`config.mk`:
```
export PLATFORM = sky130hd
export DESIGN_NAME = mips_multicycle_control
export DESIGN_NICKNAME = d
export VERILOG_FILES = /design/src/rtl/mips_multicycle_control.sv
export SDC_FILE = /design/constraint.sdc
export NUM_CORES = 1
export LEC_CHECK = 0
export ABC_CLOCK_PERIOD_IN_PS = 4800
export BUFFER_PORTS_ARGS = -buffer_cell sky130_fd_sc_hd__buf_2
export CORE_AREA = 2 2 39 41
export CTS_BUF_LIST = sky130_fd_sc_hd__clkbuf_4
export DETAILED_ROUTE_END_ITERATION = 12
export DIE_AREA = 0 0 41 43
export PLACE_DENSITY_LB_ADDON = 0.1
export SKIP_CTS_REPAIR_TIMING = 1
export SLEW_MARGIN = 20
export SYNTH_ARGS = -nofsm -noshare
export SYNTH_HDL_FRONTEND = slang
export SYNTH_SLANG_ARGS = --single-unit
```
`constraint.sdc`:
```
create_clock -name clk -period 4.8 [get_ports clk]
set_clock_uncertainty 0.15 [all_clocks]
set_input_delay 0.96 -clock clk [delete_from_list [all_inputs] [get_ports clk]]
set_output_delay 0.96 -clock clk [all_outputs]
set_load 0.01 [all_outputs]
```
`src/rtl/mips_multicycle_control.sv`:
```
// Multicycle MIPS control FSM: registered state, outputs decoded from state.
// Optional `IMM_LOGIC_EN adds andi/ori execute states.
module mips_multicycle_control (
  input  logic       clk,
  input  logic       reset,
  input  logic [5:0] opcode,
  input  logic [5:0] funct,
  input  logic       zero,
  output logic [3:0] ALUOp,
  output logic       pc_write,
  output logic       ir_write,
  output logic       mem_read,
  output logic       mem_write,
  output logic       reg_write,
  output logic       i_or_d,
  output logic       alu_src_a,
  output logic       reg_dst,
  output logic       mem_to_reg,
  output logic [1:0] alu_src_b,
  output logic [1:0] pc_source,
  output logic       illegal,
  output logic [3:0] state
);

  typedef enum logic [3:0] {
    S_FETCH  = 4'd0,
    S_DECODE = 4'd1,
    S_MEMADR = 4'd2,
    S_MEMRD  = 4'd3,
    S_MEMWB  = 4'd4,
    S_MEMWR  = 4'd5,
    S_EXEC   = 4'd6,
    S_ALUWB  = 4'd7,
    S_BRANCH = 4'd8,
    S_ADDIEX = 4'd9,
    S_IMMWB  = 4'd10,
    S_JUMP   = 4'd11,
    S_ANDIEX = 4'd12,
    S_ORIEX  = 4'd13,
    S_TRAP   = 4'd15
  } state_t;

  localparam logic [3:0] ALU_AND = 4'b0000;
  localparam logic [3:0] ALU_OR  = 4'b0001;
  localparam logic [3:0] ALU_ADD = 4'b0010;
  localparam logic [3:0] ALU_SUB = 4'b0110;
  localparam logic [3:0] ALU_SLT = 4'b0111;
  localparam logic [3:0] ALU_NOR = 4'b1100;

  state_t     r_state;
  state_t     w_next;
  logic       w_funct_ok;
  logic [3:0] w_funct_alu;

  always_comb begin
    w_funct_ok  = 1'b1;
    w_funct_alu = ALU_ADD;
    case (funct)
      6'h20:   w_funct_alu = ALU_ADD;
      6'h22:   w_funct_alu = ALU_SUB;
      6'h24:   w_funct_alu = ALU_AND;
      6'h25:   w_funct_alu = ALU_OR;
      6'h27:   w_funct_alu = ALU_NOR;
      6'h2A:   w_funct_alu = ALU_SLT;
      default: w_funct_ok  = 1'b0;
    endcase
  end

  always_comb begin
    w_next = S_FETCH;
    case (r_state)
      S_FETCH:  w_next = S_DECODE;
      S_DECODE: begin
        case (opcode)
          6'h23, 6'h2B: w_next = S_MEMADR;
          6'h00:        w_next = S_EXEC;
          6'h04:        w_next = S_BRANCH;
          6'h08:        w_next = S_ADDIEX;
          6'h02:        w_next = S_JUMP;
`ifdef IMM_LOGIC_EN
          6'h0C:        w_next = S_ANDIEX;
          6'h0D:        w_next = S_ORIEX;
`endif
          default:      w_next = S_TRAP;
        endcase
      end
      S_MEMADR: w_next = (opcode == 6'h2B) ? S_MEMWR : S_MEMRD;
      S_MEMRD:  w_next = S_MEMWB;
      S_EXEC:   w_next = w_funct_ok ? S_ALUWB : S_TRAP;
      S_ADDIEX: w_next = S_IMMWB;
`ifdef IMM_LOGIC_EN
      S_ANDIEX: w_next = S_IMMWB;
      S_ORIEX:  w_next = S_IMMWB;
`endif
      default:  w_next = S_FETCH;
    endcase
  end

  always_ff @(posedge clk or posedge reset) begin
    if (reset) r_state <= S_FETCH;
    else       r_state <= w_next;
  end

  always_comb begin
    ALUOp      = ALU_ADD;
    pc_write   = 1'b0;
    ir_write   = 1'b0;
    mem_read   = 1'b0;
    mem_write  = 1'b0;
    reg_write  = 1'b0;
    i_or_d     = 1'b0;
    alu_src_a  = 1'b0;
    reg_dst    = 1'b0;
    mem_to_reg = 1'b0;
    alu_src_b  = 2'b00;
    pc_source  = 2'b00;
    illegal    = 1'b0;
    case (r_state)
      S_FETCH: begin
        mem_read  = 1'b1;
        ir_write  = 1'b1;
        pc_write  = 1'b1;
        alu_src_b = 2'b01;
      end
      S_DECODE: alu_src_b = 2'b11;
      S_MEMADR: begin
        alu_src_a = 1'b1;
        alu_src_b = 2'b10;
      end
      S_MEMRD: begin
        mem_read = 1'b1;
        i_or_d   = 1'b1;
      end
      S_MEMWB: begin
        reg_write  = 1'b1;
        mem_to_reg = 1'b1;
      end
      S_MEMWR: begin
        mem_write = 1'b1;
        i_or_d    = 1'b1;
      end
      S_EXEC: begin
        alu_src_a = 1'b1;
        ALUOp     = w_funct_alu;
      end
      S_ALUWB: begin
        reg_write = 1'b1;
        reg_dst   = 1'b1;
      end
      S_BRANCH: begin
        alu_src_a = 1'b1;
        ALUOp     = ALU_SUB;
        pc_source = 2'b01;
        pc_write  = zero;
      end
      S_ADDIEX: begin
        alu_src_a = 1'b1;
        alu_src_b = 2'b10;
      end
      S_IMMWB: reg_write = 1'b1;
      S_JUMP: begin
        pc_write  = 1'b1;
        pc_source = 2'b10;
      end
`ifdef IMM_LOGIC_EN
      S_ANDIEX: begin
        alu_src_a = 1'b1;
        alu_src_b = 2'b10;
        ALUOp     = ALU_AND;
      end
      S_ORIEX: begin
        alu_src_a = 1'b1;
        alu_src_b = 2'b10;
        ALUOp     = ALU_OR;
      end
`endif
      S_TRAP:  illegal = 1'b1;
      default: ;
    endcase
    // Reset holds FETCH muxing but must not let any enable escape
    if (reset) begin
      pc_write  = 1'b0;
      ir_write  = 1'b0;
      mem_read  = 1'b0;
      mem_write = 1'b0;
      reg_write = 1'b0;
      illegal   = 1'b0;
    end
  end

  assign state = r_state;

endmodule

```
==> summary.md <==
| Metric | Value |
|---|---|
| Levels on crit path | `5` |
| Max reg flops | `4` |
| Critical Path RT | `3690 ps` |
| Reg clk slew, reported paths | `40 ps` |
| Core ar. | `1380 sq um` |
| Vias per cell | `5.32` |
| Hold Crit Class | `primary input to async pin` |
| Max-cap violations | `0` |
| Vias in the first global route | `579` |
| Clock sinks | `4` |
| Top Ports | `37` |
| Worst slew margin | `0.725` |
| Slew @ Worst Pin | `409 ps` |
| DP HPWL | `1230 um` |
| Share of cells above drive strength 1 | `0.373` |
| List of most frequent post-synthesis cells | `nor2_1, nand2_1, nor3_1, o21ai_0, inv_1` |
| Routability cong. | `0.729` |
| Biggest area consumer among synthesized cells | `dfrtp_1` |
| Crit-path slowest cell | `or4b_4` |
| Die area | `1760 sq um` |
| Final-layout fill cell count | `142` |
| Die H | `43 um` |
| Synth async-reset ratio | `1.00` |
| Setup-failing EPs final | `0` |
| Yosys reg bits | `4` |
| ANT cells | `0` |
| Largest cells by area after synthesis | `dfrtp_1, nor2_1, nor3_1` |
| Cell count after synthesis | `83` |
| Vias | `713` |
| CP Data Arrival Time | `2040 ps` |
| Net count after synthesis | `98` |
| Synth top area share | `0.174` |
| Min Tclk post-route | `3150 ps` |
| DR pass1 iterations | `3` |
| Post-synth EDFFs | `0` |
| CP max FO | `3` |
| Leakage | `0.000401 uW` |
| Initial DRC count | `9` |
| Routed Antenna Nets | `0` |
| Synth-to-layout area growth | `34.7%` |
| Syn avg cell area | `6.95 sq um` |
| CTS Buffer Depth | `2` |
| Post-synth cell types | `33` |
| Fin. max-slew vios | `0` |
| Final Cell Area | `777 sq um` |
| First-pass GRT wire length | `2450 um` |
| CTS root buf | `clkbuf_4` |
| RSZ-0062 raised after global routing | `false` |
| Final cycle utilization of the critical path | `0.656` |
| Crit path cell chain | `buf_2 -> or4b_4 -> nor3_2 -> and3_1 -> buf_2` |
| # port buffers | `36` |
| Worst path bufs/invs | `2` |
| Pwr dens | `483 nW/um^2` |
| Fmax | `318 MHz` |
| Setup Crit Path Kind | `primary input to output port` |
| CTS tree | `built` |
| Total wire length | `1540 um` |
| Die extent in x | `41 um` |
| Tot Pwr | `375 uW` |
| Clk_lat worst skew | `240 ps` |
| Netlist Area Pre-Place | `577 sq um` |
| CP Launch Type | `primary input` |
| CP max stage delay | `550 ps` |
| Prevailing post-synth register cell | `dfrtp_1` |
| H-tree levels | `1` |
| Initial antenna violation count | `0` |
| Yosys warns | `0` |
| Placed cell area | `754 sq um` |
| Starting density of the core | `0.417` |
| Top-count cell post-synth | `nor2_1` |
| CTS Buf Count | `3` |
| Fin Setup TNS | `0 ps` |
| Largest net degree at the start of global routing | `15` |
| Total gr overflow | `0` |
| Detailed-route DRC error count | `0` |
| DR WL/cell | `11.5 um` |
| Fin nets | `135` |
| Status | `completed` |
| CP top delay family | `simple AND/OR/NAND/NOR gates` |
| # rows | `14` |
| Hold Vio Cnt, Final | `0` |
| CP most frequent cell | `buf_2` |
| Total GRT Usage | `0.203` |
| VDD IR max | `0.266 mV` |
| Flop2flop setup slack | `3230 ps` |
| Crit. End Element | `output port` |
| Sequential area share after synthesis | `0.174` |
| R2R depth | `3` |
[power breakdown]
group	internal (uW)	total (uW)	switching, uW	leakage (uW)
sequential	49.2	103	53.7	0.0000498
combinational	108	231	123	0.000337
clock	27.9	41.4	13.5	0.0000138
[worst paths after layout]
kind,from,end
min reg2reg,state[3],state[2]
min,reset,state[3]
min in group clk,state[3],state[2]
max in group asynchronous,reset,state[1]
max reg2reg,state[2],state[2]
max,funct[4],ALUOp[3]
[layout by cell type, fill, tap and decap left out]
cell / instances
nor2b_1: 2
o2111a_1: 1
xor2_1: 2
dfrtp_1: 4
o31ai_1: 1
nand2_1: 8
a21bo_2: 1
nor4b_1: 2
nor3_1: 7
a211oi_1: 2
and4b_1: 2
a21oi_1: 1
a221oi_1: 1
and3_1: 3
nand2b_4: 1
inv_1: 6
a31oi_1: 1
mux2i_1: 1
nand3b_1: 1
o21ai_0: 7
nor2_1: 10
nand3_1: 4
nand2b_1: 2
and4_1: 1
buf_2: 36
nor4_1: 2
or4b_4: 1
clkbuf_4: 3
or2b_1: 1
a32o_1: 1
nor3_2: 1
o22a_2: 1
o21bai_1: 1
[through the flow]
| stage | util | setup slack (ps) | cells | hold slack [ps] |
|---|---|---|---|---|
| 2_1_floorplan | - | 1870 | 83 | 510 |
| 3_3_place_gp | 0.545 | 1670 | 131 | 543 |
| 3_5_place_dp | 0.545 | 1650 | 131 | 534 |
| 4_1_cts | 0.561 | 1640 | 134 | 498 |
| 5_1_grt | 0.561 | 1550 | 134 | 513 |
| 6_report | 0.561 | 1650 | 134 | 499 |
[cell type report]
class                      count  area (sq um)  area share
timing repair buffer          36           180       0.232
clock buffer                   3          22.5      0.0290
multi-input combinational     69           432       0.556
tap                           16          20.0      0.0258
sequential                     4           100       0.129
inverter                       6          22.5      0.0290
[layer usage]
layer  global-route usage  up-vias  share of wire
met5                    0        -              0
met4               0.0800        0              0
met3               0.0628        0          0.052
met2                0.303       19           0.49
met1                0.263      319           0.46
li1                     -      375              -
[logic make-up (layout without fill, tap and decap cells)]
| group | count (synthesis) | in the layout | synth area share |
|---|---|---|---|
| XOR/XNOR | 2 | 2 | 0.0304 |
| AO/OA/AOI/OAI | 18 | 18 | 0.219 |
| flip-flops | 4 | 4 | 0.174 |
| AND/OR/NAND/NOR | 48 | 48 | 0.482 |
| multiplexers | 1 | 1 | 0.0174 |
| buffers and inverters | 10 | 45 | 0.0781 |
[worst register-to-register path, cell delays in order, from the launching register on]
cell and delay [ps]:
dfrtp_1 580, or2b_1 270, a21bo_2 200, a221oi_1 270
Note: power is estimated with default switching activity, not from simulation.
